File: config.mk
export PLATFORM = sky130hd
export DESIGN_NAME = def_ss_arb
export DESIGN_NICKNAME = d
export VERILOG_FILES = /design/src/rtl/def_ss_pkg.sv /design/src/rtl/def_ss_fifo.sv /design/src/rtl/def_ss_arb.sv
export SDC_FILE = /design/constraint.sdc
export NUM_CORES = 1
export LEC_CHECK = 0
export ABC_AREA = 1
export ABC_CLOCK_PERIOD_IN_PS = 3100
export CAP_MARGIN = 10
export CORE_MARGIN = 1.5
export CORE_UTILIZATION = 30
export CTS_CLUSTER_DIAMETER = 120
export DETAILED_ROUTE_END_ITERATION = 16
export PLACE_DENSITY = 0.46
export SYNTH_ARGS = -nofsm -noshare
export SYNTH_HDL_FRONTEND = slang
export SYNTH_HIERARCHICAL = 1
export SYNTH_SLANG_ARGS = --single-unit
File: constraint.sdc
create_clock -name clk -period 3.1 [get_ports clk]
set_input_delay 0.62 -clock clk [delete_from_list [all_inputs] [get_ports clk]]
set_output_delay 0.62 -clock clk [all_outputs]
set_load 0.01 [all_outputs]
File: src/rtl/def_ss_pkg.sv
// Shared types and helpers for the def_ss stream arbiter slice.
package def_ss_pkg;

  localparam int NUM_SRC = 2;

  typedef enum logic [0:0] {
    SRC_0 = 1'b0,
    SRC_1 = 1'b1
  } src_id_t;

  // One extra pointer bit tells a full FIFO apart from an empty one.
  function automatic int fifo_ptr_width(input int depth);
    return $clog2(depth) + 1;
  endfunction

endpackage

File: src/rtl/def_ss_fifo.sv
// Per-source synchronous FIFO; pushes while full and pops while empty are ignored.
module def_ss_fifo
  import def_ss_pkg::*;
#(
  parameter int DATA_WIDTH = 8,
  parameter int FIFO_DEPTH = 4
) (
  input  logic                  clk,
  input  logic                  rst,
  input  logic                  push_i,
  input  logic [DATA_WIDTH-1:0] data_i,
  input  logic                  pop_i,
  output logic                  full_o,
  output logic                  empty_o,
  output logic [DATA_WIDTH-1:0] head_o
);

  localparam int PW = fifo_ptr_width(FIFO_DEPTH);
  localparam int AW = PW - 1;
  localparam logic [PW-1:0] PTR_ONE = PW'(1);

  logic [DATA_WIDTH-1:0] mem_q [FIFO_DEPTH];
  logic [PW-1:0]         wr_ptr_q;
  logic [PW-1:0]         rd_ptr_q;
  logic                  push_ok_s;
  logic                  pop_ok_s;

  assign empty_o   = (wr_ptr_q == rd_ptr_q);
  assign full_o    = (wr_ptr_q[AW-1:0] == rd_ptr_q[AW-1:0]) && (wr_ptr_q[AW] != rd_ptr_q[AW]);
  assign head_o    = mem_q[rd_ptr_q[AW-1:0]];
  assign push_ok_s = push_i & ~full_o;
  assign pop_ok_s  = pop_i & ~empty_o;

  // Storage and pointer update.
  always_ff @(posedge clk) begin
    if (rst) begin
      wr_ptr_q <= '0;
      rd_ptr_q <= '0;
      for (int i = 0; i < FIFO_DEPTH; i++) begin
        mem_q[i] <= '0;
      end
    end else begin
      if (push_ok_s) begin
        mem_q[wr_ptr_q[AW-1:0]] <= data_i;
        wr_ptr_q                <= wr_ptr_q + PTR_ONE;
      end
      if (pop_ok_s) begin
        rd_ptr_q <= rd_ptr_q + PTR_ONE;
      end
    end
  end

endmodule

File: src/rtl/def_ss_arb.sv
// Merges the two def_ss instance streams into one source-tagged valid/ready
// output with round-robin arbitration and saturating forwarded-word counters.
module def_ss_arb
  import def_ss_pkg::*;
#(
  parameter int DATA_WIDTH = 8,
  parameter int FIFO_DEPTH = 4,
  parameter int CNT_WIDTH  = 16
) (
  input  logic                  clk,
  input  logic                  rst,
  input  logic [DATA_WIDTH-1:0] i_data_0,
  input  logic                  i_vld_0,
  output logic                  o_rdy_0,
  input  logic [DATA_WIDTH-1:0] i_data_1,
  input  logic                  i_vld_1,
  output logic                  o_rdy_1,
  output logic [DATA_WIDTH-1:0] o_data,
  output logic                  o_src,
  output logic                  o_vld,
  input  logic                  i_rdy,
  output logic [CNT_WIDTH-1:0]  o_cnt_0,
  output logic [CNT_WIDTH-1:0]  o_cnt_1
);

  localparam logic [CNT_WIDTH-1:0] CNT_ONE = CNT_WIDTH'(1);

  logic [NUM_SRC-1:0]    full_s, empty_s, push_s, pop_s;
  logic [DATA_WIDTH-1:0] head_0_s, head_1_s;
  logic                  load_s, any_s, xfer_s;
  src_id_t               grant_s;

  logic                  vld_q, vld_d;
  logic [DATA_WIDTH-1:0] data_q, data_d;
  src_id_t               src_q, src_d;
  src_id_t               last_q, last_d;
  logic [CNT_WIDTH-1:0]  cnt_0_q, cnt_0_d, cnt_1_q, cnt_1_d;

  assign push_s[0] = i_vld_0 & ~full_s[0];
  assign push_s[1] = i_vld_1 & ~full_s[1];

  def_ss_fifo #(.DATA_WIDTH(DATA_WIDTH), .FIFO_DEPTH(FIFO_DEPTH)) u_fifo_0 (
    .clk(clk), .rst(rst), .push_i(push_s[0]), .data_i(i_data_0), .pop_i(pop_s[0]),
    .full_o(full_s[0]), .empty_o(empty_s[0]), .head_o(head_0_s)
  );

  def_ss_fifo #(.DATA_WIDTH(DATA_WIDTH), .FIFO_DEPTH(FIFO_DEPTH)) u_fifo_1 (
    .clk(clk), .rst(rst), .push_i(push_s[1]), .data_i(i_data_1), .pop_i(pop_s[1]),
    .full_o(full_s[1]), .empty_o(empty_s[1]), .head_o(head_1_s)
  );

  assign load_s = ~vld_q | i_rdy;
  assign any_s  = (empty_s != 2'b11);
  assign xfer_s = vld_q & i_rdy;

  // Round-robin grant: a lone non-empty FIFO wins, otherwise the one not served last.
  always_comb begin
    grant_s = SRC_0;
    case (empty_s)
      2'b00:   grant_s = (last_q == SRC_0) ? SRC_1 : SRC_0;
      2'b01:   grant_s = SRC_1;
      2'b10:   grant_s = SRC_0;
      default: grant_s = SRC_0;
    endcase
  end

  // Output register, pop strobes and counters next state.
  always_comb begin
    vld_d   = vld_q;
    data_d  = data_q;
    src_d   = src_q;
    last_d  = last_q;
    pop_s   = 2'b00;
    cnt_0_d = cnt_0_q;
    cnt_1_d = cnt_1_q;
    if (load_s && any_s) begin
      vld_d  = 1'b1;
      data_d = (grant_s == SRC_1) ? head_1_s : head_0_s;
      src_d  = grant_s;
      last_d = grant_s;
      pop_s  = (grant_s == SRC_1) ? 2'b10 : 2'b01;
    end else if (load_s) begin
      vld_d = 1'b0;
    end else begin
      vld_d = vld_q;
    end
    if (xfer_s && (src_q == SRC_0) && (cnt_0_q != '1)) begin
      cnt_0_d = cnt_0_q + CNT_ONE;
    end else if (xfer_s && (src_q == SRC_1) && (cnt_1_q != '1)) begin
      cnt_1_d = cnt_1_q + CNT_ONE;
    end else begin
      cnt_0_d = cnt_0_q;
    end
  end

  // State registers; last starts at source 1 so source 0 wins first contention.
  always_ff @(posedge clk) begin
    if (rst) begin
      vld_q   <= 1'b0;
      data_q  <= '0;
      src_q   <= SRC_0;
      last_q  <= SRC_1;
      cnt_0_q <= '0;
      cnt_1_q <= '0;
    end else begin
      vld_q   <= vld_d;
      data_q  <= data_d;
      src_q   <= src_d;
      last_q  <= last_d;
      cnt_0_q <= cnt_0_d;
      cnt_1_q <= cnt_1_d;
    end
  end

  assign o_rdy_0 = ~full_s[0];
  assign o_rdy_1 = ~full_s[1];
  assign o_vld   = vld_q;
  assign o_data  = data_q;
  assign o_src   = src_q;
  assign o_cnt_0 = cnt_0_q;
  assign o_cnt_1 = cnt_1_q;

endmodule

==> results of run 1 <==
[final cells by class]
class	instances	area, um2	share of cell area [%]
Timing Repair Buffer	82	776	10.2
Tap cell	270	338	4.42
Clock inverter	10	98.8	1.29
Sequential cell	123	3100	40.6
Clock buffer	22	454	5.94
Multi-Input combinational cell	481	2590	34.0
Inverter	74	278	3.63
[cell usage after synthesis, drive strengths merged]
master,n
a21oi,34
a31oi,8
and3,2
buf,16
clkbuf,7
clkinv,3
dfxtp,59
edfxtp,64
ha,6
inv,71
nand2,141
nand3,41
nand4,8
nor2,121
nor3,49
o21ai,49
o22ai,16
xnor2,1
xor2,5
[worst max-delay path by stage]
stage | start | to | slack, ns | cells past startpoint
finish | u_fifo_0/wr_ptr_q[0]$_SDFFE_PP0P_ | o_rdy_0 | 0.44 | 7
global route | u_fifo_0/wr_ptr_q[0]$_SDFFE_PP0P_ | o_rdy_0 | 0.27 | 7
CTS | u_fifo_1/wr_ptr_q[0]$_SDFFE_PP0P_ | o_rdy_1 | 0.41 | 7
detailed placement | rst | u_fifo_0/mem_q[3][0]$_DFFE_PP_ | 0.46 | 5
global placement | rst | u_fifo_0/mem_q[0][1]$_SDFFCE_PN0P_ | 0.52 | 6
floorplan | u_fifo_0/rd_ptr_q[1]$_SDFFE_PP0P_ | u_fifo_0/mem_q[0][0]$_SDFFCE_PN0P_ | 0.80 | 9
[power by group through the flow]
stage | Sequential (mW) | Clock [mW] | Combinational, mW
6_report | 2.07 | 1.87 | 1.16
3_3_place_gp | 2.10 | 0 | 1.15
3_5_place_dp | 2.10 | 0 | 1.17
2_1_floorplan | 2.05 | 0 | 0.789
5_1_grt | 2.10 | 1.99 | 1.30
4_1_cts | 2.07 | 1.91 | 1.17
[metrics by stage]
stage          util [%]  power (mW)  cells
6_report           37.9        5.10   1062
5_1_grt            37.9        5.38   1062
4_1_cts            37.9        5.15   1062
3_5_place_dp       35.1        3.27   1030
3_3_place_gp       35.1        3.25   1030
2_1_floorplan         -        2.84    701
[placed cells by master, fill, tap and decap left out, drive strengths merged]
cell type	n
buf	18
a21oi	34
inv	71
xnor2	1
xor2	5
ha	6
dfxtp	59
nand2	141
nand3	41
clkbuf	22
clkinv	11
bufinv	2
nand4	8
nor3	49
a31oi	8
edfxtp	64
o22ai	16
o21ai	49
clkdlybuf4s50	64
and3	2
nor2	121
[registers in the layout (all words and copies together), names as in the netlist, named ones only]
register and cells:
u_fifo_1/mem_q 32, last_q 1, u_fifo_1/wr_ptr_q 3, o_cnt_1 16, o_src 1, o_vld 1, u_fifo_0/wr_ptr_q 3, u_fifo_0/rd_ptr_q 3
o_data 8, u_fifo_0/mem_q 32, o_cnt_0 16, u_fifo_1/rd_ptr_q 3
[metal layers]
layer | vias up | routed length [um]
met1 | 2258 | 6740
met5 | - | 0
met3 | 19 | 486
li1 | 2509 | -
met4 | 0 | 194
met2 | 94 | 6810
[worst register-to-register path, cell delays in order, from the launching register on]
cell and delay (ns):
dfxtp_1 0.32, inv_1 0.33, nand2_1 0.09, nand2_1 0.13, nand3_1 0.17, inv_1 0.10
inv_1 0.05, o21ai_1 0.49, nor2_2 0.22, nand2_1 0.18, inv_1 0.07, nor2_1 0.12
nor2_1 0.07
[cell families after synthesis]
kind of cell / share of synthesized area, %
flops: 50.5
compound gates: 9.21
xor+xnor: 0.856
simple gates: 31.0
buf+inv: 7.23
fa+ha+maj: 1.22
==> flow_summary_export.csv, run 1 <==
group,metric,value,unit
cells_and_area,stdcell_area,7640,um2
critical_path,timing.critical_path.slowest_cell_delay,0.46,ns
synth,yosysTopAreaCellShare,31.3,%
clocking,worstSkewPairLatency,0.41,ns
die,die-area,21300,um2
clocking,cts.sink_count,123,
critical_path,r2r_cells,12,
timing,unrepaired_setup_endpoints_after_global_routing,"no",
clocking,cts_tree,"done",
detailed_routing,number_of_violations_reported_at_the_end_of_detailed_routing_iteration_0,247,
cells_and_area,fillers,2051,
grt,busiest_layer,"met2",
placement,post_dp_cell_area,7090,um2
die,core_region_area,20200,um2
clocking,post_cts_hold_buffer_count,0,
grt,grt_pass1_wl,23800,um
grt,grt_antenna_before_repair,0,
timing,worst_slack,0.441,ns
synth,synth_top_area_cell,"edfxtp_1",
clocking,cts_repair_resize_count,0,
critical_path,worstPathBufferInverterCount,4,
timing,final.period_utilization,85.8,%
synth,mappedNetlistArea,6140,um2
outcome,outcome,"complete, no violations",
timing,hold_slack,0.476,ns
detailed_routing,remaining_drc_errors,0,
timing,final_max_slew_viol_count,0,
clocking,ctsLongestPathBuffers,2,
die,chipWidth,146,um
synth,post_synth_num_cell_types,31,
synth,yosys-top-cells-area,"edfxtp_1 (31%), dfxtp_1 (19%), nand2_1 (7.5%)",
critical_path,r2r-start,"u_fifo_1/wr_ptr_q[0]$_SDFFE_PP0P_",
die,row_count,52,
placement,placement.io_buffers,64,
timing,maxClockFrequency,376,MHz
power_and_ir_drop,clock_power_share,36.7,%
grt,groute.usage.overall,14.1,%
critical_path,critPathMaxFanout,12,
detailed_routing,drtPass1Iterations,4,
critical_path,cpMostUsedCell,"inv_1",
clocking,tritoncts.num_buffers,17,
power_and_ir_drop,switching_share,31.1,%
flow_run,cap_violations,0,
critical_path,critPathSlowestCell,"clkdlybuf4s50_1",
detailed_routing,final_antenna_net_count,0,
power_and_ir_drop,standby_leakage_power,2.92,nW
critical_path,worst_path_dominant_cell_family,"buffers and inverters",
grt,globalRoute.totalOverflow,0,
power_and_ir_drop,seq_power_share,40.5,%
cells_and_area,final_net_count,806,
timing,final.setup.tns,0,ns
synth,seq_total_area_yosys,50.5,%
timing,report.final.hold_viol_count,0,
synth,synth-seq-cells,123,
clocking,worst_setup_hold_path_clk_slew,0.05,ns
grt,vias_in_the_first_global_route,4826,
critical_path,crit_type,"register to primary output",
detailed_routing,postRouteWirelength,14200,um
critical_path,critical_path.cell_chain,"inv_1 -> nand2_1 -> nand2_1 -> nand3_4 -> inv_1 -> inv_1 -> clkdlybuf4s50_1",
cells_and_area,layout-area-overhead-vs-synth,24.4,%
die,dieHeight,146,um
critical_path,regToRegSetupSlack,0.63,ns
timing,finalSetupViolations,0,
synth,syn_inst,701,
critical_path,arr_time_crit_path,2.04,ns
synth,synth.avg_cell_area,8.76,um2
min_path,hold-path-endpoint,"last_q$_SDFFE_PP1P_",
detailed_routing,via_per_inst,4.60,
placement,dpl.hpwl,10600,um
clocking,post-cts-setup-buffers,0,
timing,worst_slew_margin_rel,53.7,%
detailed_routing,detailroute.via_count,4880,
placement,post-place-ws,0.461,ns
detailed_routing,drt-wirelength-per-cell,13.4,um
clocking,clk_root_buffer_cell,"clkbuf_16",
power_and_ir_drop,pwr_density_cell,667,nW/um2
critical_path,cp_data_required_time,2.48,ns
cells_and_area,antenna-diode-count,0,
critical_path,startpoint_type,"register",
synth,ys_warn_count,6,
grt,grtUsageMet2,23.1,%
clocking,cts_htree_levels,4,
die,start_util,30.5,%
power_and_ir_drop,p_comb_share,22.8,%
timing,tightestPinTransition,0.691,ns
critical_path,timing.critical_path.to_type,"primary output",
die,ios,65,
timing,clock-skew-final,0.00904,ns
min_path,holdCritPathClass,"register to register",
grt,grt_util_met3,3.44,%
power_and_ir_drop,power_switching,1.59,mW
power_and_ir_drop,power_report.internal_total,3.51,mW
cells_and_area,layout-drive-gt1-share,15.4,%
min_path,whs_path_depth,2,
min_path,min-delay-start,"last_q$_SDFFE_PP1P_",
power_and_ir_drop,worst_vdd_rail_ir_drop,340,uV
grt,largest_net_degree_at_the_start_of_global_routing,24,
placement,place_congestion,0.777,
timing,finalCriticalPeriod,2.66,ns
grt,groute.layer.met1.usage,17.8,%
synth,syn_nets,728,
Power figures use the tool's default switching activity.
==> run 2: changes to the inputs <==
- ABC_CLOCK_PERIOD_IN_PS: 3100 -> 2500
- CORE_UTILIZATION: 30 -> 36
- PLACE_DENSITY: 0.46 -> 0.53
- clock period: 3.1 -> 2.5 ns (I/O delays scaled with it)
==> run 2 against run 1 <==
Power rose by 33%; first-iteration DRC count rose by 23%; global-route usage rose by 1.9 points; clock power rose by 46%; final cell count fell by 4.0%; critical path type unchanged; highest routed layer unchanged.
==> flow_summary_export.csv, run 2 (synthesis results as in run 1) <==
group,metric,value,unit
timing,final.setup.tns,0,ns
cells_and_area,stdcell_area,7730,um2
die,dieHeight,134,um
clocking,clk_root_buffer_cell,"clkbuf_16",
critical_path,crit_type,"register to primary output",
die,die-area,17900,um2
timing,final.period_utilization,94.6,%
grt,grt_antenna_before_repair,0,
detailed_routing,final_antenna_net_count,0,
clocking,worstSkewPairLatency,0.42,ns
timing,worst_slew_margin_rel,56.6,%
timing,unrepaired_setup_endpoints_after_global_routing,"no",
critical_path,cp_data_required_time,2.00,ns
cells_and_area,final_net_count,813,
timing,clock-skew-final,0.00901,ns
die,ios,65,
power_and_ir_drop,p_comb_share,22.4,%
detailed_routing,postRouteWirelength,13600,um
critical_path,worstPathBufferInverterCount,4,
power_and_ir_drop,clock_power_share,40.3,%
cells_and_area,antenna-diode-count,0,
critical_path,timing.critical_path.slowest_cell_delay,0.52,ns
critical_path,critPathMaxFanout,7,
power_and_ir_drop,standby_leakage_power,2.98,nW
power_and_ir_drop,power_report.internal_total,4.77,mW
grt,largest_net_degree_at_the_start_of_global_routing,28,
timing,finalSetupViolations,0,
timing,report.final.hold_viol_count,0,
cells_and_area,finish.cell_count_without_fillers,1019,
clocking,tritoncts.num_buffers,17,
grt,vias_in_the_first_global_route,4592,
grt,globalRoute.totalOverflow,0,
critical_path,critPathSlowestCell,"clkdlybuf4s50_1",
flow_run,cap_violations,0,
timing,tightestPinTransition,0.646,ns
die,core_region_area,16600,um2
critical_path,startpoint_type,"register",
detailed_routing,via_per_inst,4.86,
power_and_ir_drop,pwr_density_cell,876,nW/um2
detailed_routing,detailroute.via_count,4951,
detailed_routing,number_of_violations_reported_at_the_end_of_detailed_routing_iteration_0,304,
cells_and_area,largest_registers,"u_fifo_0/mem_q x32, u_fifo_1/mem_q x32",
critical_path,arr_time_crit_path,1.87,ns
clocking,ctsLongestPathBuffers,2,
timing,final_max_slew_viol_count,0,
cells_and_area,layout-drive-gt1-share,16.4,%
clocking,cts_tree,"done",
placement,placement.io_buffers,64,
clocking,cts_repair_resize_count,0,
timing,hold_slack,0.476,ns
detailed_routing,drtPass1Iterations,4,
min_path,holdCritPathClass,"register to register",
power_and_ir_drop,seq_power_share,37.3,%
placement,dpl.hpwl,10200,um
power_and_ir_drop,worst_vdd_rail_ir_drop,599,uV
critical_path,cpMostUsedCell,"inv_1",
detailed_routing,drt-wirelength-per-cell,13.3,um
placement,place_congestion,0.823,
critical_path,worst_path_dominant_cell_family,"buffers and inverters",
critical_path,critical_path.cell_chain,"inv_1 -> nand2_1 -> nand2_4 -> nand3_4 -> inv_1 -> inv_1 -> clkdlybuf4s50_1",
die,row_count,47,
clocking,worst_setup_hold_path_clk_slew,0.05,ns
clocking,post-cts-setup-buffers,0,
clocking,post_cts_hold_buffer_count,0,
die,chipWidth,134,um
cells_and_area,layout.cells.most_common,"nand2_1",
outcome,outcome,"complete, no violations",
timing,finalCriticalPeriod,2.37,ns
clocking,cts.sink_count,123,
clocking,cts_htree_levels,4,
timing,worst_slack,0.134,ns
power_and_ir_drop,power_switching,2.00,mW
placement,post_dp_cell_area,7080,um2
grt,groute.usage.overall,16.0,%
cells_and_area,layout-area-overhead-vs-synth,25.9,%
cells_and_area,fillers,1575,
cells_and_area,mostFrequentLayoutCells,"nand2_1 (122), nor2_1 (110), inv_1 (68), clkdlybuf4s50_1 (64), edfxtp_1 (64)",
placement,post-place-ws,0.141,ns
grt,grt_pass1_wl,22300,um
power_and_ir_drop,switching_share,29.6,%
detailed_routing,remaining_drc_errors,0,
placement,numPlacedInstances,987,
critical_path,timing.critical_path.to_type,"primary output",
die,start_util,36.9,%
timing,maxClockFrequency,423,MHz
==> run 2: cell count changes in the layout (fill, tap and decap cells not counted), sizes merged <==
cell      before  now
clkbuf        22   18
clkinvlp       0    3
bufinv         2    6
clkinv        11    8
buf           18   25
==> run 2: metrics by stage <==
| stage | total power [mW] | util, % |
|---|---|---|
| after floorplan | 3.52 | - |
| after global placement | 4.06 | 42.5 |
| after detailed placement | 4.09 | 42.5 |
| after CTS | 6.83 | 46.5 |
| after global routing | 7.11 | 46.5 |
| final | 6.77 | 46.5 |
==> run 2: final timing paths <==
check | slack (ns) | cells after the start | startpoint | to
setup / recovery | 0.13 | 7 | u_fifo_0/wr_ptr_q[1]$_SDFFE_PP0P_ | o_rdy_0
hold / removal | 0.48 | 2 | last_q$_SDFFE_PP1P_ | last_q$_SDFFE_PP1P_
setup reg to reg | 0.26 | 11 | u_fifo_1/rd_ptr_q[1]$_SDFFE_PP0P_ | u_fifo_1/mem_q[3][3]$_DFFE_PP_
hold reg to reg | 0.48 | 2 | last_q$_SDFFE_PP1P_ | last_q$_SDFFE_PP1P_
==> run 2: worst min-delay path, stage by stage, from the launching register on <==
cell,delay (ns)
dfxtp_1,0.33
a21oi_1,0.07
nand2_1,0.05
==> run 2: area by class of cell <==
class,instances,area (um2),area share (%)
sequential,123,3100,40.1
inverter,74,278,3.59
multi-input combinational,481,2590,33.6
clock buffer,18,429,5.55
clock inverter,14,225,2.91
timing repair buffer,89,828,10.7
tap,220,275,3.56
==> run 2: power groups by stage <==
stage          Clock, mW  Combinational, mW  Sequential [mW]
2_1_floorplan          0              0.978             2.55
3_3_place_gp           0               1.50             2.56
3_5_place_dp           0               1.53             2.56
4_1_cts             2.77               1.53             2.52
5_1_grt             2.86               1.71             2.55
6_report            2.73               1.52             2.52
==> run 2: layer usage <==
metal  global-route usage (%)  share of wire, %  vias to the layer above  wire [um]
met5                        0                 0                        -          0
met4                     6.82               2.3                        0        308
met1                     20.2                47                     2322       6410
met2                     26.3                47                       92       6400
met3                     3.46               3.5                       26        476
li1                         -                 -                     2511          -
